===== src/rtl/fp_addsub_arbiter.sv =====
// Round-robin sharing of one fp_addsub pipeline among NUM_REQ requesters, with a
// latency-matched requester-ID tag pipe and per-requester in-flight limits.
`ifndef FP_ADD_LATENCY
`define FP_ADD_LATENCY 4
`endif

module fp_addsub_arbiter #(
  parameter int NUM_REQ    = 4,
  parameter int DATA_WIDTH = 32,
  parameter int LATENCY    = `FP_ADD_LATENCY,
  parameter int MAX_OUT    = 4,
  parameter int ID_W       = $clog2(NUM_REQ)
) (
  input  logic                          clk,
  input  logic                          rst,
  input  logic [NUM_REQ-1:0]            req_valid,
  input  logic [NUM_REQ-1:0]            req_sub,
  input  logic [NUM_REQ*DATA_WIDTH-1:0] req_op0,
  input  logic [NUM_REQ*DATA_WIDTH-1:0] req_op1,
  output logic [NUM_REQ-1:0]            req_ready,
  output logic                          fpu_enable,
  output logic [DATA_WIDTH-1:0]         fpu_op0,
  output logic [DATA_WIDTH-1:0]         fpu_op1,
  input  logic [DATA_WIDTH-1:0]         fpu_res,
  output logic                          rsp_valid,
  output logic [ID_W-1:0]               rsp_id,
  output logic [DATA_WIDTH-1:0]         rsp_data,
  output logic                          busy
);

  localparam int              CNT_W    = $clog2(MAX_OUT + 1);
  localparam logic [CNT_W-1:0] MAX_CNT  = CNT_W'(MAX_OUT);
  localparam logic [ID_W-1:0]  LAST_RST = ID_W'(NUM_REQ - 1);

  logic [ID_W-1:0]       last_r;
  logic [CNT_W-1:0]      out_cnt_r [NUM_REQ];
  logic [NUM_REQ-1:0]    elig_s;
  logic                  grant_vld_s;
  logic [ID_W-1:0]       grant_id_s;
  logic [DATA_WIDTH-1:0] sel_op0_s;
  logic [DATA_WIDTH-1:0] sel_op1_s;
  logic                  sel_sub_s;

  logic                  fpu_enable_r;
  logic [DATA_WIDTH-1:0] fpu_op0_r;
  logic [DATA_WIDTH-1:0] fpu_op1_r;
  logic [ID_W-1:0]       issue_id_r;

  logic [LATENCY-1:0]    tag_vld_r;
  logic [ID_W-1:0]       tag_id_r [LATENCY];

  logic                  rsp_valid_r;
  logic [ID_W-1:0]       rsp_id_r;
  logic [DATA_WIDTH-1:0] rsp_data_r;

  function automatic logic [ID_W-1:0] rr_index(input logic [ID_W-1:0] base, input int offset);
    int sum;
    sum = (int'(base) + offset) % NUM_REQ;
    return ID_W'(sum);
  endfunction

  // Eligibility: pending request with room for another in-flight op; nothing wins during reset.
  always_comb begin
    elig_s = '0;
    for (int i = 0; i < NUM_REQ; i++) begin
      if (!rst && req_valid[i] && (out_cnt_r[i] < MAX_CNT)) begin
        elig_s[i] = 1'b1;
      end else begin
        elig_s[i] = 1'b0;
      end
    end
  end

  // Round-robin search starting just after the last granted requester.
  always_comb begin
    grant_vld_s = 1'b0;
    grant_id_s  = '0;
    for (int k = 1; k <= NUM_REQ; k++) begin
      if (!grant_vld_s && elig_s[rr_index(last_r, k)]) begin
        grant_vld_s = 1'b1;
        grant_id_s  = rr_index(last_r, k);
      end else begin
        grant_vld_s = grant_vld_s;
      end
    end
  end

  // One-hot grant vector.
  always_comb begin
    req_ready = '0;
    if (grant_vld_s) begin
      req_ready[grant_id_s] = 1'b1;
    end else begin
      req_ready = '0;
    end
  end

  // Operand select for the winner.
  always_comb begin
    sel_op0_s = req_op0[int'(grant_id_s)*DATA_WIDTH +: DATA_WIDTH];
    sel_op1_s = req_op1[int'(grant_id_s)*DATA_WIDTH +: DATA_WIDTH];
    sel_sub_s = req_sub[grant_id_s];
  end

  // Issue register; subtraction becomes addition by flipping the op1 sign, NaN/Inf included.
  always_ff @(posedge clk) begin
    if (rst) begin
      last_r       <= LAST_RST;
      fpu_enable_r <= 1'b0;
      fpu_op0_r    <= '0;
      fpu_op1_r    <= '0;
      issue_id_r   <= '0;
    end else if (grant_vld_s) begin
      last_r       <= grant_id_s;
      fpu_enable_r <= 1'b1;
      fpu_op0_r    <= sel_op0_s;
      fpu_op1_r    <= {sel_op1_s[DATA_WIDTH-1] ^ sel_sub_s, sel_op1_s[DATA_WIDTH-2:0]};
      issue_id_r   <= grant_id_s;
    end else begin
      fpu_enable_r <= 1'b0;
    end
  end

  // Free-running tag pipe aligned with the fp_addsub latency.
  always_ff @(posedge clk) begin
    if (rst) begin
      tag_vld_r <= '0;
      for (int i = 0; i < LATENCY; i++) begin
        tag_id_r[i] <= '0;
      end
    end else begin
      tag_vld_r[0] <= fpu_enable_r;
      tag_id_r[0]  <= issue_id_r;
      for (int i = 1; i < LATENCY; i++) begin
        tag_vld_r[i] <= tag_vld_r[i-1];
        tag_id_r[i]  <= tag_id_r[i-1];
      end
    end
  end

  // Response register: capture fpu_res only when the matching tag arrives.
  always_ff @(posedge clk) begin
    if (rst) begin
      rsp_valid_r <= 1'b0;
      rsp_id_r    <= '0;
      rsp_data_r  <= '0;
    end else if (tag_vld_r[LATENCY-1]) begin
      rsp_valid_r <= 1'b1;
      rsp_id_r    <= tag_id_r[LATENCY-1];
      rsp_data_r  <= fpu_res;
    end else begin
      rsp_valid_r <= 1'b0;
    end
  end

  // Per-requester outstanding counters: +1 on grant, -1 on its response, hold when both.
  always_ff @(posedge clk) begin
    if (rst) begin
      for (int i = 0; i < NUM_REQ; i++) begin
        out_cnt_r[i] <= '0;
      end
    end else begin
      for (int i = 0; i < NUM_REQ; i++) begin
        case ({grant_vld_s && (grant_id_s == ID_W'(i)), rsp_valid_r && (rsp_id_r == ID_W'(i))})
          2'b10:   out_cnt_r[i] <= out_cnt_r[i] + CNT_W'(1);
          2'b01:   out_cnt_r[i] <= out_cnt_r[i] - CNT_W'(1);
          default: out_cnt_r[i] <= out_cnt_r[i];
        endcase
      end
    end
  end

  // Busy whenever any requester has an operation counted.
  always_comb begin
    busy = 1'b0;
    for (int i = 0; i < NUM_REQ; i++) begin
      if (out_cnt_r[i] != '0) begin
        busy = 1'b1;
      end else begin
        busy = busy;
      end
    end
  end

  assign fpu_enable = fpu_enable_r;
  assign fpu_op0    = fpu_op0_r;
  assign fpu_op1    = fpu_op1_r;
  assign rsp_valid  = rsp_valid_r;
  assign rsp_id     = rsp_id_r;
  assign rsp_data   = rsp_data_r;

endmodule


===== config.mk =====
export PLATFORM = sky130hd
export DESIGN_NAME = fp_addsub_arbiter
export DESIGN_NICKNAME = d
export VERILOG_FILES = /design/src/rtl/fp_addsub_arbiter.sv
export SDC_FILE = /design/constraint.sdc
export NUM_CORES = 1
export LEC_CHECK = 0
export CORE_AREA = 2 2 155 157
export CTS_CLUSTER_SIZE = 16
export DETAILED_ROUTE_END_ITERATION = 8
export DIE_AREA = 0 0 157 159
export GPL_ROUTABILITY_DRIVEN = 0
export GPL_TIMING_DRIVEN = 0
export PLACE_DENSITY = 0.74
export SETUP_SLACK_MARGIN = 0.15
export SLEW_MARGIN = 20
export SYNTH_ARGS = -nofsm -noshare
export SYNTH_HDL_FRONTEND = slang
export SYNTH_SLANG_ARGS = --single-unit

===== constraint.sdc =====
create_clock -name clk -period 3.06 [get_ports clk]
set_input_delay 0.612 -clock clk [delete_from_list [all_inputs] [get_ports clk]]
set_output_delay 0.612 -clock clk [all_outputs]
set_load 0.1 [all_outputs]

==> results.json, run 1 <==
{
  "grt_start_max_net_pins": 17,
  "critPathKind": "flop to primary output",
  "insertion_delay_ns": 0.43,
  "rrSetupSlack_ns": 0.13,
  "cts_tree": "done",
  "cts_max_path_buffers": 2,
  "yosysUniqueCellTypes": 40,
  "worst_r2r_path_depth": 15,
  "drc": 0,
  "ys_seq_area_frac": 0.377,
  "synthArstFlopShare": 0,
  "power_switching_uw": 2770,
  "leakage_uw": 0.00531,
  "clkSinkCount": 128,
  "pwr_density_cell_nw_per_um2": 552,
  "cts_inserted_buffers": 17,
  "grt_pass1_wl_mm": 41.6,
  "drive_gt1_frac": 0.157,
  "h-tree-depth": 4,
  "synthCells": 652,
  "status": "finished clean",
  "p_clk_frac": 0.295,
  "p_int_uw": 4140,
  "hold_viol": 0,
  "row_count": 56,
  "vias": 6794,
  "grt_setup_unrepaired": "yes",
  "wl_mm": 27.8,
  "p_total_uw": 6920,
  "fmax_mhz": 336,
  "critPathRequiredTime_ns": 2.45,
  "hp-start": "tag_id_r[0][1]",
  "r2r_end": "out_cnt_r[1][2]",
  "dr.pass1.iters": 6,
  "slew_headroom": 0.291,
  "syn-num-nets": 964,
  "clk_pin_slew_ns": 0.07,
  "antennaDiodeCount": 0,
  "initial_core_util": 0.307,
  "core_area_um2": 23200,
  "grt_use_total": 0.220,
  "cap_viol_max_count": 0,
  "io_pins": 403,
  "portBuffers": 402,
  "skew_ns": 0.0138,
  "hold-path-endpoint": "tag_id_r[1][1]",
  "crit_arrival_ns": 2.37,
  "grt_pass1_vias": 7163,
  "end_kind": "primary output",
  "swShare": 0.401,
  "drtIter0Drc": 240,
  "synth-edff-count": 12,
  "irDropWorstVdd_v": 0.000346,
  "clockRootBuffer": "clkbuf_16",
  "worst_slew_pin_slew_ns": 1.06,
  "finalMaxSlewViolations": 0,
  "synth_top_flop_cell": "dfxtp_1",
  "antenna_found_initial": 0,
  "die_w_um": 157,
  "viasPerCell": 4.79,
  "critPathMaxFanout": 6,
  "yosysWarnings": 0,
  "p_seq_frac": 0.282,
  "finalCritPeriodShare": 0.973,
  "power_frac_comb": 0.423,
  "period_needed_ns": 2.98,
  "ys_ff_latch": 128,
  "reg2reg_from": "out_cnt_r[2][2]",
  "hold_path_class": "flop to flop",
  "fin_nets": 1399,
  "die_area_um2": 25000,
  "overflow": 0,
  "die_h_um": 159,
  "whs_ns": 0.434,
  "wl_per_cell_um": 19.6,
  "area_growth_pct": 76.0,
  "cp-start-kind": "flop",
  "tns_ns": 0,
  "worstHoldPathCells": 1,
  "avgSynthCellArea_um2": 10.9,
  "finalSetupViolCount": 0,
  "synthesis.area_um2": 7120,
  "postRouteAntennaNets": 0,
  "dpl.hpwl_mm": 21.3
}
==> registers in the layout (all words and copies together) (netlist names) <==
name,count
rsp_data,32
tag_vld_r,4
out_cnt_r,12
fpu_enable,1
fpu_op0,32
last_r,2
rsp_valid,1
fpu_op1,32
issue_id_r,2
rsp_id,2
tag_id_r,8
==> Yosys cell counts, types with 7 or more instances <==
master	n	area share
buf_4	7	0.0074
mux2i_1	161	0.23
dfxtp_1	116	0.33
o21bai_1	67	0.071
xor2_1	7	0.0086
ha_1	11	0.019
inv_1	19	0.010
edfxtp_1	12	0.051
nor2b_1	17	0.015
nor3_1	14	0.0098
nor2_1	49	0.026
a21oi_1	12	0.0084
nand2_1	14	0.0074
nand2b_1	7	0.0062
buf_12	7	0.020
buf_1	8	0.0042
clkbuf_1	25	0.013
a221oi_2	60	0.13
==> power by group through the flow <==
stage / registers (µW) / clock network (µW) / logic, µW
2_1_floorplan: 2830 / 0 / 1030
3_5_place_dp: 1980 / 0 / 2830
4_1_cts: 1950 / 2070 / 2920
5_1_grt: 1960 / 2140 / 3060
3_3_place_gp: 1980 / 0 / 2810
6_report: 1950 / 2040 / 2930
==> placed cells by master, fill, tap and decap left out, types with 3 or more instances in the layout <==
cell type	netlist	routed
a21oi_1	12	11
a221oi_1	4	4
a221oi_2	60	60
buf_1	8	7
buf_12	7	13
buf_2	6	6
buf_4	7	19
buf_6	1	3
clkbuf_1	25	22
clkbuf_16	0	17
clkdlybuf4s50_1	0	392
clkinv_4	0	4
clkinvlp_4	0	4
dfxtp_1	116	115
edfxtp_1	12	12
fa_2	0	3
ha_1	11	6
ha_4	0	5
inv_1	19	16
inv_6	0	5
mux2i_1	161	161
nand2_1	14	12
nand2b_1	7	5
nor2_1	49	47
nor2b_1	17	15
nor3_1	14	13
o21bai_1	67	67
xor2_1	7	4
xor2_2	0	3
==> logic make-up after synthesis <==
group           Yosys count  synth area share
compound gates          153             0.220
xor+xnor                  7           0.00861
fa+ha+maj                14            0.0278
buf+inv                  74            0.0608
flops                   128             0.377
mux                     163             0.230
simple gates            113            0.0766
==> worst max-delay path by stage <==
stage | cells past startpoint | start | slack (ns) | endpoint
CTS | 9 | out_cnt_r[2][2] | 0.08 | req_ready[2]
global route | 15 | out_cnt_r[2][2] | -0.03 | out_cnt_r[1][2]
global placement | 10 | rst | -1.90 | req_ready[0]
finish | 9 | out_cnt_r[2][2] | 0.08 | req_ready[0]
detailed placement | 10 | rst | -1.93 | req_ready[0]
floorplan | 15 | rst | -0.15 | out_cnt_r[1][2]
==> worst max-delay path: stages, from the launching register on <==
cell	delay, ns
edfxtp_1	0.40
or4b_4	0.51
o21ai_2	0.14
a211oi_2	0.08
o22ai_2	0.18
buf_6	0.14
buf_12	0.13
nand2_4	0.07
clkinvlp_4	0.10
buf_12	0.18
==> stage by stage <==
step	worst slack, ns	instances	cell area (µm²)	utilization
global route	-0.0287	1419	12500	0.540
finish	0.0812	1419	12500	0.540
floorplan	-0.147	652	7200	-
global placement	-1.90	1373	11600	0.501
CTS	0.0816	1414	12400	0.537
detailed placement	-1.93	1373	11600	0.501
==> layer usage <==
layer,wire length (µm),vias up,track usage
li1,-,3287,-
met1,11900,3227,0.271
met2,13600,236,0.371
met3,1640,44,0.0493
met4,765,0,0.0901
met5,0,-,0
==> layout make-up <==
| class | instances | area (µm²) |
|---|---|---|
| fill | 2093 | 10700 |
| timing repair buffer | 416 | 4160 |
| multi-input combinational | 450 | 4210 |
| inverter | 20 | 82.6 |
| buffer | 54 | 412 |
| clock buffer | 18 | 439 |
| tap | 319 | 399 |
| sequential | 128 | 2680 |
| clock inverter | 14 | 146 |
==> repair_timing <==
| item | in CTS | in global routing |
|---|---|---|
| buffers inserted | 9 | 5 |
| resized for setup | 78 | 13 |
| pin swaps | 8 | 5 |
| hold buffers | 0 | 0 |
| setup endpoints to repair | 88 | 8 |
Note: power is estimated with default switching activity, not from simulation.
==> inputs of run 2 (changes only) <==
--- a/config.mk
+++ b/config.mk
@@ -13,7 +13,7 @@
 export GPL_TIMING_DRIVEN = 0
 export PLACE_DENSITY = 0.74
 export SETUP_SLACK_MARGIN = 0.15
-export SLEW_MARGIN = 20
+export SLEW_MARGIN = 0
 export SYNTH_ARGS = -nofsm -noshare
 export SYNTH_HDL_FRONTEND = slang
 export SYNTH_SLANG_ARGS = --single-unit
==> results of run 2 <==
Same layout as run 1: the final DEF is identical, and so are final timing and power.
